--- src/rtl/dllp_tlp_arb.sv ---
// Packet arbiter merging a DLLP and a TLP AXI-Stream source onto one output stream.
// Optional DLLP_TLP_ARB_FAIRNESS_EN adds a starvation counter bounding consecutive DLLP grants.
module dllp_tlp_arb #(
    parameter int DATA_WIDTH     = 32,
    parameter int KEEP_WIDTH     = DATA_WIDTH / 8,
    parameter int USER_WIDTH     = 2,
    parameter int MAX_DLLP_BURST = 4
) (
    input  logic                  clk_i,
    input  logic                  rst_i,
    input  logic [1:0]            link_status_i,

    input  logic [DATA_WIDTH-1:0] s_tlp_axis_tdata,
    input  logic [KEEP_WIDTH-1:0] s_tlp_axis_tkeep,
    input  logic                  s_tlp_axis_tvalid,
    input  logic                  s_tlp_axis_tlast,
    input  logic [USER_WIDTH-1:0] s_tlp_axis_tuser,
    output logic                  s_tlp_axis_tready,

    input  logic [DATA_WIDTH-1:0] s_dllp_axis_tdata,
    input  logic [KEEP_WIDTH-1:0] s_dllp_axis_tkeep,
    input  logic                  s_dllp_axis_tvalid,
    input  logic                  s_dllp_axis_tlast,
    input  logic [USER_WIDTH-1:0] s_dllp_axis_tuser,
    output logic                  s_dllp_axis_tready,

    output logic [DATA_WIDTH-1:0] m_axis_tdata,
    output logic [KEEP_WIDTH-1:0] m_axis_tkeep,
    output logic                  m_axis_tvalid,
    output logic                  m_axis_tlast,
    output logic [USER_WIDTH-1:0] m_axis_tuser,
    input  logic                  m_axis_tready,

    output logic                  busy_o
);

    // Data link status encoding: 0 inactive, 1 feature exchange, 2 init, 3 active.
    localparam logic [1:0] DL_ACTIVE = 2'd3;

    localparam logic [1:0] ST_IDLE = 2'd0;
    localparam logic [1:0] ST_TLP  = 2'd1;
    localparam logic [1:0] ST_DLLP = 2'd2;

    logic [1:0] state;
    logic [1:0] state_next;
    logic       tlp_elig;
    logic       dllp_elig;
    logic       tlp_forced;
    logic       arb_en;
    logic       grant_tlp;
    logic       grant_dllp;
    logic       sel_tlp;
    logic       sel_dllp;
    logic       hs_last;

    assign tlp_elig  = s_tlp_axis_tvalid && (link_status_i == DL_ACTIVE);
    assign dllp_elig = s_dllp_axis_tvalid;

    // While reset is held the arbiter stays idle; the first grant lands in the first low cycle.
    assign arb_en     = (state == ST_IDLE) && !rst_i;
    assign grant_tlp  = arb_en && tlp_elig && (tlp_forced || !dllp_elig);
    assign grant_dllp = arb_en && dllp_elig && !grant_tlp;

    assign sel_tlp  = grant_tlp  || (state == ST_TLP);
    assign sel_dllp = grant_dllp || (state == ST_DLLP);

`ifdef DLLP_TLP_ARB_FAIRNESS_EN
    localparam int CNT_W = $clog2(MAX_DLLP_BURST + 1);

    logic [CNT_W-1:0] starve_cnt;

    assign tlp_forced = tlp_elig && (starve_cnt == CNT_W'(MAX_DLLP_BURST));

    always_ff @(posedge clk_i) begin
        if (rst_i) begin
            starve_cnt <= '0;
        end else if (state == ST_IDLE) begin
            if (grant_tlp || !tlp_elig) begin
                starve_cnt <= '0;
            end else if (grant_dllp) begin
                starve_cnt <= starve_cnt + 1'b1;
            end
        end
    end
`else
    assign tlp_forced = 1'b0;
`endif

    always_comb begin
        m_axis_tdata       = '0;
        m_axis_tkeep       = '0;
        m_axis_tvalid      = 1'b0;
        m_axis_tlast       = 1'b0;
        m_axis_tuser       = '0;
        s_tlp_axis_tready  = 1'b0;
        s_dllp_axis_tready = 1'b0;
        if (sel_tlp) begin
            m_axis_tdata      = s_tlp_axis_tdata;
            m_axis_tkeep      = s_tlp_axis_tkeep;
            m_axis_tvalid     = s_tlp_axis_tvalid;
            m_axis_tlast      = s_tlp_axis_tlast;
            m_axis_tuser      = s_tlp_axis_tuser;
            m_axis_tuser[1:0] = 2'b10;
            s_tlp_axis_tready = m_axis_tready;
        end else if (sel_dllp) begin
            m_axis_tdata       = s_dllp_axis_tdata;
            m_axis_tkeep       = s_dllp_axis_tkeep;
            m_axis_tvalid      = s_dllp_axis_tvalid;
            m_axis_tlast       = s_dllp_axis_tlast;
            m_axis_tuser       = s_dllp_axis_tuser;
            m_axis_tuser[1:0]  = 2'b01;
            s_dllp_axis_tready = m_axis_tready;
        end
    end

    assign hs_last = m_axis_tvalid && m_axis_tready && m_axis_tlast;

    // Link status is only looked at when granting, so a TLP already in flight always completes.
    always_comb begin
        state_next = state;
        case (state)
            ST_IDLE: begin
                if (grant_tlp && !hs_last) begin
                    state_next = ST_TLP;
                end else if (grant_dllp && !hs_last) begin
                    state_next = ST_DLLP;
                end
            end
            ST_TLP, ST_DLLP: begin
                if (hs_last) begin
                    state_next = ST_IDLE;
                end
            end
            default: state_next = ST_IDLE;
        endcase
    end

    always_ff @(posedge clk_i) begin
        if (rst_i) begin
            state <= ST_IDLE;
        end else begin
            state <= state_next;
        end
    end

    assign busy_o = (state != ST_IDLE);

endmodule

--- config.mk ---
export PLATFORM = sky130hd
export DESIGN_NAME = dllp_tlp_arb
export DESIGN_NICKNAME = d
export VERILOG_FILES = /design/src/rtl/dllp_tlp_arb.sv
export SDC_FILE = /design/constraint.sdc
export NUM_CORES = 1
export LEC_CHECK = 0
export CELL_PAD_IN_SITES_DETAIL_PLACEMENT = 0
export CELL_PAD_IN_SITES_GLOBAL_PLACEMENT = 1
export CORE_MARGIN = 4
export CORE_UTILIZATION = 12
export DETAILED_ROUTE_END_ITERATION = 7
export PLACE_DENSITY_LB_ADDON = 0.1
export SYNTH_ARGS = -nofsm -noshare
export SYNTH_HDL_FRONTEND = slang
export SYNTH_SLANG_ARGS = --single-unit
--- constraint.sdc ---
create_clock -name clk_i -period 6 [get_ports clk_i]
set_clock_uncertainty 0.2 [all_clocks]
set_input_delay 0.9 -clock clk_i [delete_from_list [all_inputs] [get_ports clk_i]]
set_output_delay 0.9 -clock clk_i [all_outputs]
set_load 0.005 [all_outputs]
== Yosys cells after proc, flatten, opt, wreduce, memory -nomap -nowiden ==
Index checks and enable logic that the tools add are counted.

* Equality and inequality tests: 5
* Muxes and demuxes: 17
* Reduce and logical (&&, ||, !) cells: 20

{| class="wikitable"
|+ Operator list
! operator !! number
|-
| two-way mux 32 bit || 2
|-
| logical AND 1 bit || 10
|-
| two-way mux 1 bit || 8
|-
| two-way mux 2 bit || 4
|-
| two-way mux 4 bit || 2
|-
| equality test 2 bit, second input constant || 2
|-
| zero test 1 bit || 4
|-
| one-hot mux 2 bit (2 select lines) || 1
|-
| != test 3 x 1 -> 1 bit, second input constant || 1
|-
| equality test 2 x 1 -> 1 bit, second input constant || 1
|-
| zero test 2 bit || 1
|-
| logical OR 1 bit || 2
|-
| != test 2 bit, second input constant || 1
|-
| AND reduction 2 bit || 1
|-
| nonzero test 2 bit || 1
|-
| OR reduction 2 bit || 1
|}

* Register bits: 2
* Input bits: 85
* Output and inout port bits: 43
* Logic and storage cells: 43

== Longest topological paths before layout ==
* Depth after elaboration: 16
* Depth in mapped cells: 8
* Gate-level depth less buffers: 6

== Worst setup path before layout ==
OpenSTA, ideal clock, no wires.

* Kind: input-to-output
* Start point: in rst_i
* End point: out m_axis_tdata[0]
* Data arrival time: 1793 ps
* Required time: 4900 ps
* Setup slack: 3107 ps
* Cell stages on the path: 6
* Buffers on the path: 2
* Cell sequence: nand2b_2 -> o21bai_4 -> nor2_1 -> buf_6 -> buf_6 -> a22o_1

* Word-level cells in the longest chain between the ends: 9
* Elaborated cells on any way between the ends: 11
* Those cells by class: mux: 2; reduce/logical: 9

{| class="wikitable"
|+ Ends and longest elaborated chain
! item !! line !! RTL
|-
| from (decl) || 10 || <nowiki>input logic rst_i,</nowiki>
|-
| zero test 1 bit * || 60 || <nowiki>assign arb_en = (state == ST_IDLE) && !rst_i;</nowiki>
|-
| logical AND 1 bit * || 60 ||
|-
| logical AND 1 bit (2 in series) || 61 || <nowiki>assign grant_tlp = arb_en && tlp_elig && (tlp_forced || !dllp_elig);</nowiki>
|-
| zero test 1 bit || 62 || <nowiki>assign grant_dllp = arb_en && dllp_elig && !grant_tlp;</nowiki>
|-
| logical AND 1 bit || 62 ||
|-
| logical OR 1 bit || 65 || <nowiki>assign sel_dllp = grant_dllp || (state == ST_DLLP);</nowiki>
|-
| two-way mux 32 bit || 105 || <nowiki>end else if (sel_dllp) begin</nowiki>
|-
| two-way mux 32 bit * || 97 || <nowiki>if (sel_tlp) begin</nowiki>
|-
| to (decl) || 27 || <nowiki>output logic [DATA_WIDTH-1:0] m_axis_tdata,</nowiki>
|}

Mark *: on every way between the ends. The rest lies on a longest branch, timed or not.

== Worst setup path in the final report ==
* Start point: in rst_i
* End point: out m_axis_tdata[6]

The elaborated chain is that of the path after synthesis.

==> results.yml <==
status:
  status: "completed"
cts:
  cts.htree.levels: 1
  cts_setup_buffers: 0
  hold_buffers: 0
  clkLatencyLatePin_ps: 210
  cts.repair.resized: 0
  cts_sinks: 2
  cts.reportedPaths.clkPinSlew_ps: 30
  cts-root-buf: "clkbuf_8"
  cts_made_buffers: 3
  cts_tree: "built"
  cts_max_path_buffers: 2
critical_path:
  critical_path_class: "in -> out"
  end_kind: "output pin"
  crit_arrival_ps: 3180
  cp.required_ps: 4900
  crit_fanout: 21
  setup.worst_path.start_class: "input port"
route:
  drtAntennaViolNets: 0
  wirelength_microns: 4450
  drc_errors: 0
  drt_iter0_markers: 36
  vias_per_cell: 4.22
  via_count: 1164
  wl_per_cell_microns: 16.1
  drt_pass1_iterations: 3
power:
  pwr-share-clk: 0.196
  switchingPower_uw: 76.0
  p_leak_nw: 0.774
  power_frac_comb: 0.745
  power.share.sequential: 0.059
  p_per_area_nw_per_um2: 133
  internal_power_uw: 190
  swShare: 0.286
  ir_drop_mv: 0.104
placed_design:
  portBuffers: 123
  placed_cell_area_sq_um: 1960
  place.gp.congestion: 0.818
  post-dp-hpwl_microns: 3760
  post-place-ws_ps: 1690
  place_inst: 273
sta:
  tns_ps: 0
  max_freq_ghz: 0.234
  setup_slack_ps: 1720
  relSlewSlack: 0.643
  hold_viol_final: 0
  maxSlewViolCount: 0
  min_period_over_period: 0.714
  finalSetupViolCount: 0
  grt_setup_unrepaired: "false"
  worst_slew_pin_slew_ps: 535
  min_period_ps: 4280
logic_synthesis:
  ys_dominant_reg_cell: "dfxtp_1"
  synth_cell_types: 26
  ys_seq_area_frac: 0.0582
  synth_top_area_frac: 0.471
  synth_nets: 173
  synth_edf_count: 0
  syn_avg_cell_area_sq_um: 8.10
  synthTopCellsByArea: "a22o_1 47%, dfxtp_1 5.8%, ha_1 5.5%"
  synth_most_common_cell: "a22o_1"
  synth.largest_area_cell: "a22o_1"
  ys_ff_latch: 2
  synthTopCellsByCount: "37 x a22o_1, 5 x a21oi_1, 5 x nand2_1"
  syn_inst: 85
  netlist_area_sq_um: 688
  async_flop_share: 0
  yosys_warnings: 0
finish:
  top_register: "state"
  seq_area_sq_um: 40.0
  reg_top3: "state (2)"
  drive_gt1_frac: 0.0490
  multi_input_area_sq_um: 572
  antenna_cells: 0
  fin_cells: 276
  final_area_sq_um: 2000
  num-fill-cells: 594
  nNetsFinal: 294
  syn_to_final_growth_pct: 191
  largest_register_ffs: 2
grt:
  first_global_vias: 1146
  grt_use_total: 0.117
  grt_pass1_wl_microns: 6670
  grt_antenna_before_repair: 0
  grt_max_degree: 39
  gr-total-overflow: 0
die:
  dieWidth_microns: 83.7
  io_pins: 128
  dieArea_sq_um: 7010
  coreArea_sq_um: 5540
  rows: 27
  fp.dieH_microns: 83.7
  start_util: 0.124
min_path:
  min_path_type: "reg -> reg"
run:
  drv_cap: 0
[final timing paths]
path                 start               to  slack, ps  cells past startpoint
hold / removal    state[1]         state[1]        360                      1
setup / recovery     rst_i  m_axis_tdata[6]       1720                      6
hold reg to reg   state[1]         state[1]        360                      1
setup reg to reg  state[0]         state[1]       4230                      6
[layout by cell type, fill, tap and decap left out, types with 2 or more instances in the layout]
| cell type | instances |
|---|---|
| clkbuf_8 | 3 |
| a22o_1 | 37 |
| and2_1 | 3 |
| inv_1 | 4 |
| dfxtp_1 | 2 |
| buf_4 | 2 |
| nand3b_1 | 2 |
| nand2_1 | 5 |
| clkdlybuf4s50_1 | 123 |
| ha_1 | 3 |
| a21oi_1 | 5 |
[final cells by class]
type | count | area share
timing repair buffer | 125 | 0.622
multi-input combinational | 70 | 0.285
tap | 72 | 0.0449
clock buffer | 3 | 0.0206
sequential | 2 | 0.0200
inverter | 4 | 0.00749
[worst max-delay path, cell delays in order]
cell and delay [ps]:
clkdlybuf4s50_1 460, nand2b_2 270, o21bai_4 480, buf_4 340, a22o_1 170, clkdlybuf4s50_1 540
[per-layer routing]
metal	GRT usage	wire, microns
met1	0.122	1670
met2	0.231	2390
met3	0.0247	312
met4	0.0322	89
met5	0	0
[cells by family after synthesis]
| family | count (synthesis) | share of synthesized area |
|---|---|---|
| compound gates | 48 | 0.591 |
| fa+ha+maj | 3 | 0.0546 |
| buf+inv | 13 | 0.115 |
| flops | 2 | 0.0582 |
| simple gates | 19 | 0.182 |
[stage by stage]
step | util | hold slack [ps] | power [mW]
global placement | 0.354 | 347 | 0.216
detailed placement | 0.354 | 346 | 0.216
finish | 0.362 | 364 | 0.266
global route | 0.362 | 376 | 0.285
CTS | 0.362 | 353 | 0.271
floorplan | - | 300 | 0.0870
[power by group through the flow]
| stage | combinational [mW] | sequential [mW] | clock, mW |
|---|---|---|---|
| floorplan | 0.0714 | 0.0156 | 0 |
| global placement | 0.200 | 0.0159 | 0 |
| detailed placement | 0.200 | 0.0159 | 0 |
| CTS | 0.201 | 0.0157 | 0.0544 |
| global route | 0.213 | 0.0159 | 0.0558 |
| finish | 0.198 | 0.0158 | 0.0521 |
(Power assumes the default switching activity.)
